--- src/rtl/sdram_pkg.sv ---
`default_nettype none
// +----------------------------------------------------------------------+
// | Module   : sdram_pkg                                                 |
// | Desc     : Shared state type and constants for sdram_bus_bridge.     |
// | Revision : 1.0                                                       |
// +----------------------------------------------------------------------+
package sdram_pkg;

  typedef enum logic [2:0] {
    QUIESCE  = 3'd0,
    WAIT_CFG = 3'd1,
    IDLE     = 3'd2,
    LO       = 3'd3,
    HI       = 3'd4,
    ACK      = 3'd5
  } state_t;

  localparam logic [31:0] c_HALF_OFFSET        = 32'd2;
  localparam int          c_QUIESCE_CYCLES_DEF = 16;

endpackage
`default_nettype wire

--- src/rtl/sdram_bus_bridge.sv ---
`default_nettype none
// +----------------------------------------------------------------------+
// | Module   : sdram_bus_bridge                                          |
// | Desc     : 32-bit CPU bus to 16-bit SDRAM controller host bridge.    |
// |            Define SDRAM_BRIDGE_POSTED_WRITE_EN for posted writes.    |
// | Revision : 1.0                                                       |
// +----------------------------------------------------------------------+
module sdram_bus_bridge
  import sdram_pkg::*;
#(
  parameter int QUIESCE_CYCLES = c_QUIESCE_CYCLES_DEF
) (
  input  logic        clk,
  input  logic        reset_n,
  input  logic [31:0] b_addr,
  input  logic [31:0] b_wdata,
  input  logic [3:0]  b_bytesel,
  input  logic        b_wr_en,
  input  logic        b_access,
  output logic        b_ack,
  output logic [31:0] b_rdata,
  output logic [31:0] h_addr,
  output logic [15:0] h_wdata,
  input  logic [15:0] h_rdata,
  output logic        h_wr_en,
  output logic [1:0]  h_bytesel,
  input  logic        h_compl,
  input  logic        h_config_done
);

  localparam int              c_QW    = (QUIESCE_CYCLES > 1) ? $clog2(QUIESCE_CYCLES) : 1;
  localparam logic [c_QW-1:0] c_QLAST = c_QW'(QUIESCE_CYCLES - 1);

  state_t          r_state, w_next;
  logic [c_QW-1:0] r_qcnt, w_qcnt;

  logic [29:0] r_base;
  logic [15:0] r_wdata_hi;
  logic [1:0]  r_bs_hi;
  logic [31:0] r_cap, w_cap;
  logic        w_latch;

  logic        r_b_ack, w_b_ack;
  logic [31:0] r_b_rdata, w_b_rdata;
  logic [31:0] r_h_addr, w_h_addr;
  logic [15:0] r_h_wdata, w_h_wdata;
  logic        r_h_wr_en, w_h_wr_en;
  logic [1:0]  r_h_bytesel, w_h_bytesel;

  logic [31:0] w_acc_base;
  logic        w_post_acc;
  logic        w_post_run;
  logic        w_unused;

  assign w_acc_base = {b_addr[31:2], 2'b00};
  assign w_unused   = &{1'b0, b_addr[1:0]};

`ifdef SDRAM_BRIDGE_POSTED_WRITE_EN
  logic r_posted;

  always_ff @(posedge clk) begin
    if (!reset_n) begin
      r_posted <= 1'b0;
    end else if (w_latch) begin
      r_posted <= b_wr_en;
    end
  end

  assign w_post_acc = b_wr_en;
  assign w_post_run = r_posted;
`else
  assign w_post_acc = 1'b0;
  assign w_post_run = 1'b0;
`endif

  always_ff @(posedge clk) begin
    if (!reset_n) begin
      r_state <= QUIESCE;
    end else begin
      r_state <= w_next;
    end
  end

  always_comb begin
    w_next      = r_state;
    w_qcnt      = r_qcnt;
    w_latch     = 1'b0;
    w_cap       = r_cap;
    w_b_ack     = 1'b0;
    w_b_rdata   = r_b_rdata;
    w_h_addr    = r_h_addr;
    w_h_wdata   = r_h_wdata;
    w_h_wr_en   = r_h_wr_en;
    w_h_bytesel = 2'b00;

    case (r_state)
      QUIESCE: begin
        if (r_qcnt == c_QLAST) begin
          w_next = WAIT_CFG;
        end else begin
          w_qcnt = r_qcnt + c_QW'(1);
        end
      end

      WAIT_CFG: begin
        if (h_config_done) begin
          w_next = IDLE;
        end
      end

      IDLE: begin
        if (b_access) begin
          w_latch   = 1'b1;
          w_cap     = '0;
          w_h_wr_en = b_wr_en;
          if (|b_bytesel[1:0]) begin
            w_next      = LO;
            w_h_bytesel = b_bytesel[1:0];
            w_h_wdata   = b_wdata[15:0];
            w_h_addr    = w_acc_base;
          end else if (|b_bytesel[3:2]) begin
            w_next      = HI;
            w_h_bytesel = b_bytesel[3:2];
            w_h_wdata   = b_wdata[31:16];
            w_h_addr    = w_acc_base + c_HALF_OFFSET;
          end else begin
            w_next = ACK;
          end
          if (w_post_acc) begin
            w_b_ack   = 1'b1;
            w_b_rdata = '0;
          end
        end
      end

      LO: begin
        if (h_compl) begin
          w_cap[15:0] = h_rdata;
          if (|r_bs_hi) begin
            w_next      = HI;
            w_h_bytesel = r_bs_hi;
            w_h_wdata   = r_wdata_hi;
            w_h_addr    = {r_base, 2'b00} + c_HALF_OFFSET;
          end else if (w_post_run) begin
            w_next = IDLE;
          end else begin
            w_next    = ACK;
            w_b_ack   = 1'b1;
            w_b_rdata = {r_cap[31:16], h_rdata};
          end
        end else begin
          w_h_bytesel = r_h_bytesel;
        end
      end

      HI: begin
        if (h_compl) begin
          w_cap[31:16] = h_rdata;
          if (w_post_run) begin
            w_next = IDLE;
          end else begin
            w_next    = ACK;
            w_b_ack   = 1'b1;
            w_b_rdata = {h_rdata, r_cap[15:0]};
          end
        end else begin
          w_h_bytesel = r_h_bytesel;
        end
      end

      ACK: begin
        // Arriving straight from IDLE (no halves issued) the pulse has not
        // been raised yet, so ACK lingers one cycle to emit it.
        if (r_b_ack) begin
          w_next = IDLE;
        end else begin
          w_b_ack   = 1'b1;
          w_b_rdata = r_cap;
        end
      end

      default: begin
        w_next = QUIESCE;
      end
    endcase
  end

  always_ff @(posedge clk) begin
    if (!reset_n) begin
      r_qcnt      <= '0;
      r_base      <= '0;
      r_wdata_hi  <= '0;
      r_bs_hi     <= '0;
      r_cap       <= '0;
      r_b_ack     <= 1'b0;
      r_b_rdata   <= '0;
      r_h_addr    <= '0;
      r_h_wdata   <= '0;
      r_h_wr_en   <= 1'b0;
      r_h_bytesel <= 2'b00;
    end else begin
      r_qcnt      <= w_qcnt;
      r_cap       <= w_cap;
      r_b_ack     <= w_b_ack;
      r_b_rdata   <= w_b_rdata;
      r_h_addr    <= w_h_addr;
      r_h_wdata   <= w_h_wdata;
      r_h_wr_en   <= w_h_wr_en;
      r_h_bytesel <= w_h_bytesel;
      if (w_latch) begin
        r_base     <= b_addr[31:2];
        r_wdata_hi <= b_wdata[31:16];
        r_bs_hi    <= b_bytesel[3:2];
      end
    end
  end

  assign b_ack     = r_b_ack;
  assign b_rdata   = r_b_rdata;
  assign h_addr    = r_h_addr;
  assign h_wdata   = r_h_wdata;
  assign h_wr_en   = r_h_wr_en;
  assign h_bytesel = r_h_bytesel;

endmodule
`default_nettype wire

--- config.mk ---
export PLATFORM = sky130hd
export DESIGN_NAME = sdram_bus_bridge
export DESIGN_NICKNAME = d
export VERILOG_FILES = /design/src/rtl/sdram_pkg.sv /design/src/rtl/sdram_bus_bridge.sv
export SDC_FILE = /design/constraint.sdc
export NUM_CORES = 1
export LEC_CHECK = 0
export ABC_AREA = 1
export CAP_MARGIN = 20
export CORE_AREA = 2 2 126 128
export CTS_CLUSTER_DIAMETER = 100
export DETAILED_ROUTE_END_ITERATION = 8
export DIE_AREA = 0 0 128 130
export PLACE_DENSITY = 0.79
export SYNTH_ARGS = -nofsm -noshare
export SYNTH_HDL_FRONTEND = slang
export SYNTH_SLANG_ARGS = --single-unit
--- constraint.sdc ---
create_clock -name clk -period 2.29 [get_ports clk]
set_clock_uncertainty 0.1 [all_clocks]
set_input_delay 0.687 -clock clk [delete_from_list [all_inputs] [get_ports clk]]
set_output_delay 0.687 -clock clk [all_outputs]
set_load 0.05 [all_outputs]
* Word level (Yosys, flattened, before mapping)
Index checks and enable logic that the tools add are counted.
Cells by class: add/sub/neg operators 3, eq/ne operators 16, reductions and logical operators 15, muxes and demuxes 45, bitwise gates (word level) 1
Operators with widths (number):
- 2-to-1 mux 32 bit | 10
- 2-to-1 mux 16 bit | 6
- one-hot mux 16 bit (2 select lines) | 3
- one-hot mux 32 bit (3 select lines) | 1
- adder 32 x 2 -> 32 bit (second input constant) | 2
- one-hot mux 32 bit (2 select lines) | 1
- 2-to-1 mux 3 bit | 7
- inequality test 2 bit (second input constant) | 9
- one-hot mux 3 bit (6 select lines) | 1
- 2-to-1 mux 2 bit | 6
- AND reduction 5 bit | 2
- 2-to-1 mux 1 bit | 8
- == test 3 x 2 -> 1 bit (second input constant) | 2
- == test 3 bit (second input constant) | 2
- one-hot mux 2 bit (3 select lines) | 1
- AND reduction 2 bit | 3
- AND reduction 3 bit | 2
- AND reduction 6 bit | 1
- OR reduction 2 bit | 3
- adder 4 x 1 -> 4 bit (second input constant) | 1
- == test 4 bit (second input constant) | 1
- nonzero test 2 bit | 2
- == test 3 x 1 -> 1 bit (second input constant) | 1
- logical NOT 3 bit | 1
- 4 further kinds | 4
Storage, ports and cells: output and inout port bits 84, word-level logic and storage cells 93, bits in registers 171

* Logic depth before layout (Yosys ltp)
depth after elaboration 5, mapped depth 11

* Worst setup path after synthesis
No wires, ideal clock.
kind input to register, from in b_bytesel[1], to reg r_h_wdata[13], in the netlist h_wdata[13], arrival 1.577 ns, required time 2.076 ns, path slack 0.498 ns, stages on the path 9, buffers on the path 1, library setup time 0.114 ns, cell sequence nor2_1 -> clkinv_1 -> clkbuf_1 -> nand2_1 -> nand3_1 -> o21ai_0 -> nand2_1 -> nand2_1 -> nor2_1
On the way: cells in the longest elaborated chain, start to end 4
Ends and longest elaborated chain:
- start: declaration | RTL line sdram_bus_bridge.sv:17 | input logic [3:0] b_bytesel,
- OR reduction 2 bit * | RTL line sdram_bus_bridge.sv:116 | if (|b_bytesel[1:0]) begin
- 2-to-1 mux 16 bit | RTL line sdram_bus_bridge.sv:116
- 2-to-1 mux 16 bit | RTL line sdram_bus_bridge.sv:112 | if (b_access) begin
- one-hot mux 16 bit (2 select lines) | RTL line sdram_bus_bridge.sv:96 | case (r_state)
- end signal: assignment | RTL line sdram_bus_bridge.sv:207 | r_h_wdata <= w_h_wdata;
- end: declaration | RTL line sdram_bus_bridge.sv:46 | logic [15:0] r_h_wdata, w_h_wdata;
Every way passes the cells marked *; elsewhere a longest branch is shown, timed or not. The select of a mux whose other input is x is not followed. A chain may end at the register's enable or synchronous reset.

* Worst setup path after layout
from reg r_h_wdata[7], in the netlist h_wdata[7], to out h_wdata[7]
RTL lines:
- end: declaration | RTL line sdram_bus_bridge.sv:23 | output logic [15:0] h_wdata,
No word-level cell between the ends.

==> implementation parameters <==
Parameter                              Value

Logic synthesis
  Cell area after synthesis    7540 um2
  Xor/xnor cell area share of the yosys netlist    0.116%
  Syn avg cell area    6.82 um2
  Top cell type's share of synthesized area    45.2%
  Basic-gate share of the synthesized area counting and, or, nand and nor cells    28.5%
  Arithmetic-cell share of the synthesized area counting full adders, half adders and majority gates    0.166%
  Number of warnings issued by yosys    0
  Top post-synthesis cells by count    281 x nand2_1, 192 x nor2_1, 170 x dfxtp_1, 131 x o21ai_0, 88 x inv_1
  Share of synthesized registers carrying an async set or reset    0%
  Post-synthesis mux area share    1.64%
  Commonest register cell after synthesis    dfxtp_1
  Net count after synthesis    1196
  Gate count of the mapped netlist    1105
  Portion of the post-synthesis area used by sequential elements    45.2%
  Post-synthesis sequential element count    170
  Post-synthesis compound-gate area fraction    14.8%
  Top cells by area, synth    dfxtp_1 45%, nand2_1 14%, nor2_1 9.6%
  Number of distinct library cells after synthesis    27
  Number of synthesized flops with an enable pin    0
  Top cell type by total area after synthesis    dfxtp_1
  Main combinational cell family by area after synthesis    simple AND/OR/NAND/NOR gates
  Most common cell in the synthesized netlist    nand2_1

Die
  Initial Util    48.9%
  DIE HEIGHT    130 um
  Rows    46
  Die Outline Area    16600 um2
  Horiz. Die Dim    128 um
  Number of primary I/O pins    174
  Std-Cell Core Area    15400 um2

Clocking
  Total setup buffers inserted after CTS    0
  Clock latency of the later-clocked register in the worst-skew pair    0.43 ns
  CTS Buf Count    17
  Clock Root Buffer    clkbuf_16
  Bufs on Longest Clock Path    2
  Clock-pin slew of the registers on the worst-case setup and hold paths    0.06 ns
  CTS tree    done
  Htree depth    4
  Count of clock tree sinks    170

Cells and area
  Storage cell area    3400 um2
  Final non-filler cell total    1464
  Filler cell count    1369
  Growth of design area from synthesis to finish    31.5%
  Area of the multi-input gates    3410 um2
  Final nets    1350
  Antenna Cells    0
  Share of post-route cells with drive strength above 1    10.6%

Worst setup path
  Required arrival time at the worst endpoint    1.50 ns
  Crit path max-delay cell type    dlygate4sd2_1
  Critical path data arrival time    1.32 ns
  Critical path buffer and inverter count    1
  CP Cell Sequence    dlygate4sd2_1
  Classification of the worst setup path    flop to output pin
  Maximum fanout encountered on the critical timing path    2
  CP max stage delay    0.54 ns
  Endpoint class of the critical path    output pin
  Worst setup SP type    flop
  Register-to-register path setup slack    0.33 ns
  Family of cells with the greatest summed delay on the critical path    buffers and inverters

STA
  Final hold violation count    0
  Share of the clock period used by the worst path after layout    92.1%
  Unrepaired setup endpoints after global routing    no
  Minimum clock period after layout    2.11 ns
  Top achievable clock speed    474 MHz
  Number of setup violations in the final report    0
  Max-slew violation total from the final report    0

Routing
  Number of iterations in the first detailed-routing pass    5
  Post-route met1 wirelength    8720 um
  Final routed wirelength across all metal layers    19200 um
  1st-iter DRT viols    639
  Routed via count    7318
  Via/cell ratio    5.00
  Highest routing layer actually used    met4
  DRC violations left    0
  DR WL met2    8980 um
  Final antenna-violating net count    0
  Post-DR wirelength/cell    13.1 um
  Amount of wire on met3 after detailed routing    1200 um

GRT
  Number of antenna violations at the first check in global routing    0
  Grt ovf    0
  First-pass GRT wire length    30400 um
  Overall fraction of global-route tracks in use    22.6%
  Number of global-route vias before repair    6385
  Largest net degree at the start of global routing    96

Status
  Status    completed

Power and ir drop
  Power density normalized to cell area    1120 nW/um2
  Total leakage power    4.48 nW
  Sequential fraction of design power    34.4%
  Maximum ir drop on the vdd rail    0.725 mV
  Overall power after layout    11.1 mW
  Internal power summed over all cells    6.53 mW
  Clock share of power    26.2%
  Combinational fraction of design power    39.4%
  Net Sw Frac    41.1%
  Switching component of the power    4.56 mW

Place
  Placed wire-length estimate    12600 um
  Final RePlAce weighted congestion    0.812
  DP Cell Count    1432
  Total of buffers placed on input and output ports    170

Worst hold path
  Path category of the worst min-delay check    flop to flop

Flow run
  Maximum capacitance violations    0
[cell usage in the layout, fill, tap and decap left out, drive strengths merged]
cell type / n
a21oi: 85
buf: 74
bufinv: 2
clkbuf: 18
clkdlybuf4s50: 86
clkinv: 5
clkinvlp: 4
conb: 1
dfxtp: 170
dlygate4sd2: 46
ha: 1
inv: 99
mux2: 11
nand2: 288
nand3: 31
nand3b: 1
nand4: 17
nor2: 195
o21ai: 135
o22ai: 2
xor2: 1
[logic make-up (layout without fill, tap and decap cells)]
kind of cell	count (synthesis)	count (layout)
and+or+nand+nor	532	532
AOI/OAI and AO/OA	222	222
DFF	170	170
buffers and inverters	167	334
muxes	11	11
adders and majority gates	1	1
other	1	1
xor gates and xnor gates	1	1
[power groups by stage]
stage / Combinational [mW] / Clock, mW / Sequential (mW)
global placement: 4.44 / 0 / 3.87
finish: 4.37 / 2.90 / 3.82
CTS: 4.38 / 2.94 / 3.82
global route: 4.76 / 3.08 / 3.88
floorplan: 1.98 / 0 / 5.07
detailed placement: 4.49 / 0 / 3.89
[per-layer routing]
metal  up-vias  global-route usage [%]
met2       202                    37.7
li1       3800                       -
met1      3292                    29.0
met5         -                       0
met4         0                    7.30
met3        24                    5.58
[worst min-delay path, cell delays in order (launching register included)]
cell and delay [ns]:
dfxtp_1 0.30, inv_1 0.05, a21oi_1 0.05
[path summary, 6_finish.rpt]
check	from	endpoint	cells after the start
worst min register to register	r_base[7]	r_base[7]	2
worst max-delay path	h_wdata[7]	h_wdata[7]	1
worst max register to register	r_state[1]	h_wdata[7]	8
worst min-delay path	r_base[7]	r_base[7]	2
[stage by stage]
step	hold WS, ns	setup TNS [ns]	cell area [um2]	setup WS (ns)	utilization [%]
2_1_floorplan	0.322	0	7540	0.498	-
3_3_place_gp	0.330	-3.96	9380	-0.115	60.8
3_5_place_dp	0.337	-6.66	9380	-0.187	60.8
4_1_cts	0.347	0	9910	0.163	64.3
5_1_grt	0.361	0	9910	0.0351	64.3
6_report	0.345	0	9910	0.182	64.3
[registers in the layout, indices dropped and copies added (netlist names)]
name        cells
b_ack           1
h_bytesel       2
r_cap          32
r_base         30
r_state         3
r_wdata_hi     16
h_wdata        16
r_qcnt          4
h_addr         31
r_bs_hi         2
h_wr_en         1
b_rdata        32
[final cells by class]
class,instances,share of cell area [%]
Clock buffer,18,4.33
Clock inverter,14,1.63
Multi-Input combinational cell,768,34.4
Tap cell,192,2.42
Timing Repair Buffer,206,19.2
Inverter,96,3.63
Sequential cell,170,34.3
[what timing repair did]
action	4_1_cts	5_1_grt
endpoints found under the setup margin	46	0
hold buffers	0	0
resized for setup	46	0
Power figures use the tool's default switching activity.
